## src/rtl/seg7_scan_reader.sv

```systemverilog
// Recovers hex digits from a multiplexed 7-segment bus (active-low anodes/segments)
// and presents one assembled word per complete scan on a valid/ready handshake.
//
// state    | meaning
// IDLE     | no single digit selected (blanking or multiple anodes low)
// SETTLING | one digit selected, waiting for SETTLE identical cycles
// HELD     | current dwell already captured, waiting for the bus to move on
module seg7_scan_reader #(
  parameter int DIGITS = 8,
  parameter int SETTLE = 4
) (
  input  logic                  clk_i,
  input  logic                  rst_i,
  input  logic [DIGITS-1:0]     an_i,
  input  logic [6:0]            seg_i,
  input  logic                  ready_i,
  output logic [4*DIGITS-1:0]   value_o,
  output logic [DIGITS-1:0]     bad_o,
  output logic                  valid_o,
  output logic                  overrun_o
);

  localparam int CW = $clog2(SETTLE + 1);
  localparam int IW = $clog2(DIGITS);

  typedef enum logic [1:0] {IDLE, SETTLING, HELD} state_t;

  state_t                state;
  logic [CW-1:0]         cnt;
  logic [DIGITS-1:0]     an_r, an_p;
  logic [6:0]            seg_r, seg_p;
  logic [DIGITS-1:0]     seen, seen_next, cap_mask;
  logic [4*DIGITS-1:0]   stage_val;
  logic [DIGITS-1:0]     stage_bad;
  logic                  frame_done;
  logic                  changed, sel_ok, capture;
  logic [IW-1:0]         sel_idx;
  logic [4:0]            dec;

  // Returns {illegal, nibble}; unknown codes decode as nibble 0 flagged bad.
  function automatic logic [4:0] decode(input logic [6:0] s);
    case (s)
      7'h40: decode = 5'h00;
      7'h79: decode = 5'h01;
      7'h24: decode = 5'h02;
      7'h30: decode = 5'h03;
      7'h19: decode = 5'h04;
      7'h12: decode = 5'h05;
      7'h02: decode = 5'h06;
      7'h78: decode = 5'h07;
      7'h00: decode = 5'h08;
      7'h10: decode = 5'h09;
      7'h08: decode = 5'h0A;
      7'h03: decode = 5'h0B;
      7'h46: decode = 5'h0C;
      7'h21: decode = 5'h0D;
      7'h06: decode = 5'h0E;
      7'h0E: decode = 5'h0F;
      default: decode = 5'h10;
    endcase
  endfunction

  always_comb begin
    changed = (an_r != an_p) || (seg_r != seg_p);
    sel_ok  = $onehot(~an_r);
    sel_idx = '0;
    for (int k = 0; k < DIGITS; k++)
      if (!an_r[k]) sel_idx = IW'(k);
    dec      = decode(seg_r);
    capture  = (state == SETTLING) && !changed && (int'(cnt) + 1 == SETTLE);
    cap_mask = '0;
    if (capture) cap_mask[sel_idx] = 1'b1;
    seen_next = (frame_done ? '0 : seen) | cap_mask;
  end

  always_ff @(posedge clk_i) begin
    if (rst_i) begin
      an_r       <= '1;
      an_p       <= '1;
      seg_r      <= '1;
      seg_p      <= '1;
      state      <= IDLE;
      cnt        <= '0;
      seen       <= '0;
      stage_val  <= '0;
      stage_bad  <= '0;
      frame_done <= 1'b0;
      value_o    <= '0;
      bad_o      <= '0;
      valid_o    <= 1'b0;
      overrun_o  <= 1'b0;
    end else begin
      an_r       <= an_i;
      seg_r      <= seg_i;
      an_p       <= an_r;
      seg_p      <= seg_r;
      seen       <= seen_next;
      frame_done <= capture && (&seen_next);

      if (capture) begin
        stage_val[4*sel_idx +: 4] <= dec[3:0];
        stage_bad[sel_idx]        <= dec[4];
      end

      case (state)
        IDLE: begin
          if (sel_ok) begin
            state <= SETTLING;
            cnt   <= CW'(1);
          end else begin
            cnt <= '0;
          end
        end
        SETTLING, HELD: begin
          if (changed) begin
            if (sel_ok) begin
              state <= SETTLING;
              cnt   <= CW'(1);
            end else begin
              state <= IDLE;
              cnt   <= '0;
            end
          end else if (state == SETTLING) begin
            cnt <= cnt + CW'(1);
            if (capture) state <= HELD;
          end
        end
        default: begin
          state <= IDLE;
          cnt   <= '0;
        end
      endcase

      // A completed frame either replaces/refills the output or is dropped.
      if (frame_done) begin
        if (!valid_o || ready_i) begin
          value_o <= stage_val;
          bad_o   <= stage_bad;
          valid_o <= 1'b1;
        end else begin
          overrun_o <= 1'b1;
        end
      end else if (valid_o && ready_i) begin
        valid_o <= 1'b0;
      end
    end
  end

endmodule

```

## config.mk

```make
export PLATFORM = sky130hd
export DESIGN_NAME = seg7_scan_reader
export DESIGN_NICKNAME = d
export VERILOG_FILES = /design/src/rtl/seg7_scan_reader.sv
export SDC_FILE = /design/constraint.sdc
export NUM_CORES = 1
export LEC_CHECK = 0
export ABC_AREA = 1
export CAP_MARGIN = 5
export CORE_MARGIN = 4
export CORE_UTILIZATION = 56
export DETAILED_ROUTE_END_ITERATION = 12
export PLACE_DENSITY = 0.79
export SYNTH_ARGS = -nofsm -noshare
export SYNTH_HDL_FRONTEND = slang
export SYNTH_SLANG_ARGS = --single-unit
```

## constraint.sdc

```tcl
create_clock -name clk_i -period 4.19 [get_ports clk_i]
set_input_delay 0.838 -clock clk_i [delete_from_list [all_inputs] [get_ports clk_i]]
set_output_delay 0.838 -clock clk_i [all_outputs]
set_load 0.01 [all_outputs]
```

==> results.toml, run 1 <==
[outcome]
outcome = "finished, final reports clean"

[detailed_routing]
dr.pass1.iters = 5
avgViaCountPerCell = 5.170
avgRoutedWirePerCell_um = 13.19
drcViolationCount = 0
wl_um = 13000
drtIter0Drc = 327
vias = 5098
ant_nets = 0

[sta]
hold_viol_final = 0
min_period_ps = 3509
fin_ws_ps = 681.1
setup_tns_ps = 0
min_period_over_period = 0.8375
slew_viol_final = 0
worstMarginPinSlew_ps = 818.4
max_freq_mhz = 285.0
finClkSkew_ps = 9.268
slew_headroom = 0.4531
rsz0062_at_grt = "false"
setup_viol = 0

[logic_synthesis]
synth.top_cell.area_share = 0.4609
synthTopCellsByArea = "dfxtp_1, nand2_1, nor2_1, o21ai_0, inv_1"
syn_inst = 782
synth_top_family_by_area = "simple AND/OR/NAND/NOR gates"
synth_mux_area_frac = 0
ys_ff_latch = 126
seq_area_frac_synth = 0.4609
yosysMostFrequentCell = "nand2_1"
synth-xor-area-share = 0.004801
synthAdderAreaFrac = 0.03521
async_reset_ff_frac = 0
syn_area_per_cell_sq_um = 6.998
ys_types = 31
synth_top_area_cell = "dfxtp_1"
synth_edf_count = 0
yosysWarnings = 0
synth-simple-area-share = 0.3020
synth_nets = 813
yosys-top-cells-count = "nand2_1, nor2_1, dfxtp_1"
synth_top_flop_cell = "dfxtp_1"
synth-compound-area-share = 0.1148
synth_area_sq_um = 5473

[cts]
cts_root_buffer = "clkbuf_8"
clkTransAtPathRegs_ps = 60
clockBufferDepth = 2
holdBufCountCts = 0
cts.htree.levels = 4
post_cts.repair.setup_buffers = 0
cts_tree = "done"
cts_buffers = 17
worstSkewPairLatency_ps = 520
clkSinkCount = 126
cts.repair.resized = 0

[worst_setup_path]
critPathKind = "register to register"
crit_family = "adder cells"
crit_arrival_ps = 3960
path_buf_inv = 3
critPathRequiredTime_ps = 4640
r2r_end = "state[0]"
critPathMaxStageDelay_ps = 500
worst_setup_path_end_kind = "register"
rr_worst_depth = 15
r2r_slack_ps = 680
reg2reg_from = "an_r[3]"
cpMaxStageDelayCell = "fa_1"
start_kind = "register"
path_cells = "fa_1 -> inv_1 -> fa_1 -> fa_1 -> ha_1 -> inv_1 -> fa_1 -> xnor2_1 -> nor2_1 -> nand3_1 -> nor2_1 -> a21oi_1 -> o21ai_0 -> inv_1 -> nor2_1"
critPathMaxFanout = 6
cpMostUsedCell = "fa_1"

[layout]
num_antenna_cells = 0
nNetsFinal = 875
drive_gt1_frac = 0.09102
syn_to_final_growth_pct = 24.33

[floorplanning]
die_area_sq_um = 11420
num_rows = 35
die_y_um = 106.9
num_io_pins = 60
core_area_sq_um = 9371
die_w_um = 106.9
initial_core_util = 0.5840

[place]
pre_cts_ws_ps = 762.7
globalplace.congestion = 0.9446
numPortBuffers = 59
hpwl_um = 9007

[worst_hold_path]
hold_path.class = "register to register"
min_to = "value_o[28]"
hold_depth = 2
hold_start = "stage_val[28]"

[grt]
grt_pass1_wl_um = 22080
overflow = 0
antenna_found_initial = 0
grt_max_degree = 54
grt_pass1_vias = 4758
grt_usage = 0.2368

[run]
cap_violations = 0

[power_and_ir_drop]
power_density_nw_per_um2 = 446.8
ir_worst_vdd_mv = 0.3025
p_leak_uw = 0.003118
==> metrics by stage <==
stage | instance area, sq um | util | std cells | hold WS [ps] | power [uW]
after floorplan | 5473 | - | 782 | 426.7 | 1449
after global placement | 6180 | 0.6594 | 954 | 446.9 | 1503
after detailed placement | 6180 | 0.6594 | 954 | 448.0 | 1519
after CTS | 6804 | 0.7260 | 986 | 455.6 | 3050
after global routing | 6804 | 0.7260 | 986 | 481.7 | 3152
final | 6804 | 0.7260 | 986 | 455.6 | 3040
==> worst register-to-register path, stage by stage, from the launching register on <==
cell and delay (ps):
dfxtp_1 440, fa_1 450, inv_1 80, fa_1 430, fa_1 500, ha_1 170
inv_1 70, fa_1 380, xnor2_1 140, nor2_1 80, nand3_1 100, nor2_1 160
a21oi_1 110, o21ai_0 170, inv_1 70, nor2_1 100
==> routing by layer <==
| metal | track usage | vias up | part of all wire |
|---|---|---|---|
| li1 | - | 2570 | - |
| met1 | 0.3064 | 2324 | 0.44 |
| met2 | 0.4011 | 175 | 0.48 |
| met5 | 0 | - | 0 |
| met3 | 0.04395 | 29 | 0.061 |
| met4 | 0.07397 | 0 | 0.018 |
==> state kept, by name, indices dropped and copies added (netlist names) <==
| name | flops |
|---|---|
| an_p | 8 |
| an_r | 8 |
| bad_o | 8 |
| cnt | 3 |
| frame_done | 1 |
| overrun_o | 1 |
| seen | 8 |
| seg_p | 7 |
| seg_r | 7 |
| stage_bad | 8 |
| stage_val | 32 |
| state | 2 |
| valid_o | 1 |
| value_o | 32 |
==> how the worst max path moves through the flow <==
| stage | from | endpoint | cells after the start |
|---|---|---|---|
| finish | an_r[3] | state[0] | 15 |
| global route | an_r[3] | state[0] | 15 |
| CTS | an_r[3] | state[0] | 15 |
| detailed placement | an_r[3] | state[0] | 15 |
| global placement | an_r[3] | state[0] | 15 |
| floorplan | an_r[0] | state[0] | 16 |
==> cells in the final DEF (no fill, tap or decap), types with 9 or more instances in the layout <==
cell type / n
a21oi_1: 50
clkbuf_16: 16
nor3_1: 9
inv_2: 16
nand3_1: 16
nor2_1: 156
inv_1: 79
clkdlybuf4s50_1: 59
dfxtp_1: 126
or2_2: 15
o21ai_0: 61
ha_1: 9
nand2_1: 184
==> report_power, final <==
| part | leakage [uW] | switching [uW] | total (uW) | internal, uW |
|---|---|---|---|---|
| clock | 0.000295 | 559 | 1540 | 979 |
| combinational | 0.00180 | 168 | 259 | 91.2 |
| sequential | 0.00102 | 22.7 | 1240 | 1220 |
| total | 0.00312 | 750 | 3040 | 2290 |
==> logic make-up (layout without fill, tap and decap cells) <==
logic type,count (synthesis),after routing
buffers and inverters,120,195
xor gates and xnor gates,3,3
AOI/OAI and AO/OA,122,122
DFF,126,126
and+or+nand+nor,398,398
adders and majority gates,13,13
==> layout make-up <==
type,instances,area [sq um]
tap,129,161.4
clock inverter,14,206.4
clock buffer,18,417.9
multi-input combinational,536,2500
timing repair buffer,63,620.6
inverter,100,375.4
sequential,126,2522
fill,763,2567
Power figures use the tool's default switching activity.
==> run 2, diff against run 1 <==
Clock period 4.19 ns to 3.25 ns, I/O delays scaled along.
==> run 2 against run 1 <==
The run now ends with setup timing left. Via count shrank 0.86%. Cell count grew 0.51%. Cell area grew 0.92%. Register-to-register slack lost 810 ps. Critical path type unchanged. Highest routed layer unchanged.
==> results.toml, run 2 (synthesis results as in run 1) <==
[outcome]
outcome = "finished, violations left"
violations = "setup timing"

[worst_setup_path]
r2r_end = "state[0]"
critPathMaxFanout = 3
crit_arrival_ps = 3790
start_kind = "register"
r2r_slack_ps = -130
path_cells = "fa_1 -> inv_1 -> fa_1 -> fa_1 -> ha_2 -> inv_2 -> fa_2 -> xnor2_1 -> nor2_1 -> nand3_2 -> nand2_2 -> nand2_2 -> nand2_2 -> o21ai_1 -> inv_1 -> nor2_1"
cp-startpoint = "an_r[0]"
critPathKind = "register to register"
cpMaxStageDelayCell = "fa_1"
critPathMaxStageDelay_ps = 540
worst_setup_path_end_kind = "register"
crit_end = "state[0]"
rr_worst_depth = 16
reg2reg_from = "an_r[0]"
critPathRequiredTime_ps = 3660

[sta]
worstMarginPinSlew_ps = 612.0
slew_viol_final = 0
finClkSkew_ps = 10.07
max_freq_mhz = 295.6
min_period_over_period = 1.041
rsz0062_at_grt = "true"
setup_tns_ps = -319.8
fin_ws_ps = -133.5
min_period_ps = 3383
hold_viol_final = 0
slew_headroom = 0.5905
timing.hold.ws_ps = 455.3
setup_viol = 3

[floorplanning]
core_area_sq_um = 9371
initial_core_util = 0.5840
num_io_pins = 60
die_area_sq_um = 11420
die_y_um = 106.9
die_w_um = 106.9
num_rows = 35

[layout]
drive_gt1_frac = 0.1090
reg_top3 = "stage_val (32), value_o (32)"
syn_to_final_growth_pct = 25.47
nFillCells = 761
layout_common_cells = "nand2_1, nor2_1, dfxtp_1, inv_1"
multi_input_area_sq_um = 2526
final_common_cell = "nand2_1"
post-route-util = 0.7327
instances_no_fill = 991
num_antenna_cells = 0
nNetsFinal = 880
seq_area_sq_um = 2524

[power_and_ir_drop]
ir_worst_vdd_mv = 0.3333
power_density_nw_per_um2 = 570.1
internal_power_uw = 2919
clkPwrFrac = 0.494
combPwrFrac = 0.096
p_seq_frac = 0.409
p_leak_uw = 0.003142
power_switching_share = 0.2543
switching_power_uw = 995.5

[detailed_routing]
wl_um = 12960
drcViolationCount = 0
drtIter0Drc = 333
avgViaCountPerCell = 5.100
vias = 5054
ant_nets = 0
avgRoutedWirePerCell_um = 13.07
dr.pass1.iters = 8

[cts]
cts_tree = "done"
clkTransAtPathRegs_ps = 70
cts_root_buffer = "clkbuf_8"
holdBufCountCts = 0
worstSkewPairLatency_ps = 520
clkSinkCount = 126
cts.htree.levels = 4
cts_buffers = 17
clockBufferDepth = 2

[grt]
grt_pass1_vias = 4845
grt_pass1_wl_um = 22050
grt_max_degree = 87
overflow = 0
antenna_found_initial = 0
grt_usage = 0.2368

[worst_hold_path]
hold_start = "stage_val[15]"
hold_path.class = "register to register"

[place]
globalplace.congestion = 0.8922
dp_cells = 958
numPortBuffers = 59
pre_cts_ws_ps = -168.8
hpwl_um = 8968

[run]
cap_violations = 0
run 2: cell count changes in the layout (fill, tap and decap cells not counted), moves of 2 or more:
cell,change
nand2_1,-3
o21ai_1,+2
nand2_2,+3
o21ai_0,-2
buf_4,+4
run 2: critical path: cells and delay by family (launching register included):
family,cells,cell delay (ps)
AOI/OAI and AO/OA,1,70
and+or+nand+nor,6,580
adders and majority gates,5,2000
DFF,1,330
xor gates and xnor gates,1,130
buffers and inverters,3,160
run 2: worst min-delay path by stage:
stage                    endpoint  slack (ps)  depth (start not counted)
finish                value_o[15]         460                          2
global route          value_o[29]         480                          2
floorplan           stage_val[24]         430                          2
CTS                   value_o[15]         460                          2
global placement    stage_val[15]         450                          2
detailed placement  stage_val[23]         450                          2
run 2: final cells by class:
| cell class | instances | area share |
|---|---|---|
| Timing Repair Buffer | 68 | 0.09767 |
| Clock buffer | 18 | 0.06232 |
| Multi-Input combinational cell | 536 | 0.3679 |
| Sequential cell | 126 | 0.3675 |
| Tap cell | 129 | 0.02351 |
| Clock inverter | 14 | 0.02642 |
| Inverter | 100 | 0.05466 |
run 2: repair_timing:
action                     4_1_cts  5_1_grt
buffers inserted                 1        0
setup endpoints to repair        3        3
hold endpoints to repair         0        0
gates resized for setup          9        3
pin swaps                        2        0
run 2: per-stage QoR:
step | power (uW) | instance area (sq um)
after floorplan | 1868 | 5473
after detailed placement | 1958 | 6222
after CTS | 3909 | 6862
after global routing | 4061 | 6867
final | 3915 | 6867
after global placement | 1938 | 6222
run 2: layer usage:
layer	track usage	wire, um
met1	0.2963	5706
met2	0.4042	6193
met3	0.04816	747
met4	0.08584	310
met5	0	0
run 2: power by group through the flow:
stage | Combinational (uW) | Clock [uW] | Sequential (uW)
after floorplan | 241 | 0 | 1630
after global placement | 306 | 0 | 1630
after detailed placement | 324 | 0 | 1630
after CTS | 361 | 1950 | 1600
after global routing | 424 | 2030 | 1600
final | 377 | 1940 | 1600
==> run 3, diff against run 2 <==
Settings changed: PLACE_DENSITY 0.79 to default, PLACE_DENSITY_LB_ADDON from default to 0.3.
==> run 3 against run 2 <==
Via count rose by 3.2%. Highest routed layer unchanged. Largest cell class unchanged. First-iteration DRC count rose by 18%. Register-to-register slack got worse by 40 ps. Utilization decreased by 0.93 points. Sequential share of layout area increased by 0.47 points. Combinational power up 3%. The run still ends with setup timing left.
==> results.toml, run 3 (synthesis results as in run 1) <==
[outcome]
outcome = "finished, violations left"
violations = "setup timing"

[cts]
clockBufferDepth = 2
cts_root_buffer = "clkbuf_8"
cts_tree = "done"
clkTransAtPathRegs_ps = 60
worstSkewPairLatency_ps = 510
cts_buffers = 17
cts.htree.levels = 4
holdBufCountCts = 0
clkSinkCount = 126

[floorplanning]
num_io_pins = 60
core_area_sq_um = 9371
initial_core_util = 0.5840
num_rows = 35
die_w_um = 106.9
die_y_um = 106.9
die_area_sq_um = 11420

[worst_setup_path]
critPathRequiredTime_ps = 3660
start_kind = "register"
worst_setup_path_end_kind = "register"
cpMaxStageDelayCell = "fa_1"
critPathKind = "register to register"
rr_worst_depth = 16
reg2reg_from = "an_r[0]"
r2r_end = "state[0]"
cpMostUsedCell = "fa_1"
path_cells = "fa_1 -> inv_1 -> fa_1 -> fa_1 -> ha_2 -> inv_2 -> fa_2 -> xnor2_2 -> nor2_2 -> nand3_2 -> nand2_2 -> nand2_1 -> nand2_2 -> o21ai_1 -> inv_1 -> nor2_1"
critPathMaxFanout = 3
critPathMaxStageDelay_ps = 520
crit_arrival_ps = 3830
r2r_slack_ps = -170

[place]
numPortBuffers = 59
placed_cell_area_sq_um = 6215
hpwl_um = 9133
globalplace.congestion = 0.9467

[sta]
rsz0062_at_grt = "true"
worstMarginPinSlew_ps = 610.3
fin_ws_ps = -170.5
hold_viol_final = 0
setup_viol = 3
min_period_ps = 3421
min_period_over_period = 1.052
setup_tns_ps = -425.4
slew_headroom = 0.5916
slew_viol_final = 0
finClkSkew_ps = 8.862
max_freq_mhz = 292.4

[layout]
final_common_cell = "nand2_1"
nNetsFinal = 880
drive_gt1_frac = 0.1103
nFillCells = 736
syn_to_final_growth_pct = 23.87
layout_common_cells = "nand2_1, nor2_1, dfxtp_1, inv_1, o21ai_0"
fin_area_sq_um = 6779
post-route-util = 0.7234
reg_top3 = "stage_val (32), value_o (32)"
num_antenna_cells = 0

[grt]
grt_pass1_wl_um = 22120
overflow = 0
grt_max_degree = 57
antenna_found_initial = 0
grt_usage = 0.2368
grt_pass1_vias = 4914

[worst_hold_path]
hold_depth = 2
min_to = "value_o[18]"
hold_path.class = "register to register"
hold_start = "stage_val[18]"

[detailed_routing]
avgViaCountPerCell = 5.267
wl_um = 13080
drcViolationCount = 0
drtIter0Drc = 392
avgRoutedWirePerCell_um = 13.21
vias = 5214
dr.pass1.iters = 5
ant_nets = 0

[run]
cap_violations = 0

[power_and_ir_drop]
total_power_uw = 3601
ir_worst_vdd_mv = 0.3584
p_leak_uw = 0.003101
power_density_nw_per_um2 = 531.2
-- run 3: cell types whose count changed in the layout (fill, tap and decap cells not counted), sizes merged --
cell	change
clkinv	+6
inv	-5
bufinv	-3
clkinvlp	+2
clkbuf	-1
-- run 3: per-layer routing --
layer | track usage | share of wire
met3 | 0.04877 | 0.066
met5 | 0 | 0
met2 | 0.4141 | 0.49
met1 | 0.2925 | 0.43
met4 | 0.07397 | 0.016
-- run 3: where the power goes --
group	switching, uW	total (uW)	leakage [uW]	internal (uW)
Clock	684	1610	0.000242	926
Sequential	28.3	1600	0.00102	1570
Combinational	244	389	0.00184	145
Total	956	3600	0.00310	2640
-- run 3: cell type report --
| cell class | count | area [sq um] | area share |
|---|---|---|---|
| Inverter | 100 | 375.4 | 0.05537 |
| Timing Repair Buffer | 68 | 670.6 | 0.09893 |
| Tap cell | 129 | 161.4 | 0.02381 |
| Clock inverter | 14 | 97.59 | 0.01440 |
| Multi-Input combinational cell | 536 | 2536 | 0.3741 |
| Sequential cell | 126 | 2524 | 0.3723 |
| Clock buffer | 17 | 414.1 | 0.06109 |
-- run 3: worst max-delay path, delay by kind of cell, from the launching register on --
kind                       cells  cell delay, ps
DFF                            1             330
buffers and inverters          3             150
and+or+nand+nor                6             580
AOI/OAI and AO/OA              1              60
xor gates and xnor gates       1             150
adders and majority gates      5            2040
-- run 3: timing repair --
| item | 4_1_cts | 5_1_grt |
|---|---|---|
| setup endpoints to repair | 3 | 3 |
| pin swaps | 3 | 1 |
| setup buffers | 2 | 0 |
| gates resized for setup | 9 | 4 |
-- run 3: worst max path at each step --
stage / start / end / slack [ps] / cells past startpoint
5_1_grt: an_r[0] / cnt[0] / -290 / 15
3_5_place_dp: an_r[0] / state[0] / -190 / 15
6_report: an_r[0] / state[0] / -170 / 16
3_3_place_gp: an_r[0] / state[0] / -8 / 15
4_1_cts: an_r[0] / state[0] / -150 / 15
2_1_floorplan: an_r[0] / state[0] / 70 / 16
-- run 3: stage by stage --
step                std cells  setup WS (ps)  hold slack, ps
floorplan                 782          72.02           426.7
global placement          957         -7.781           447.7
detailed placement        957         -194.3           446.8
CTS                       990         -151.7           454.6
global route              990         -290.1           473.9
finish                    990         -170.5           456.5
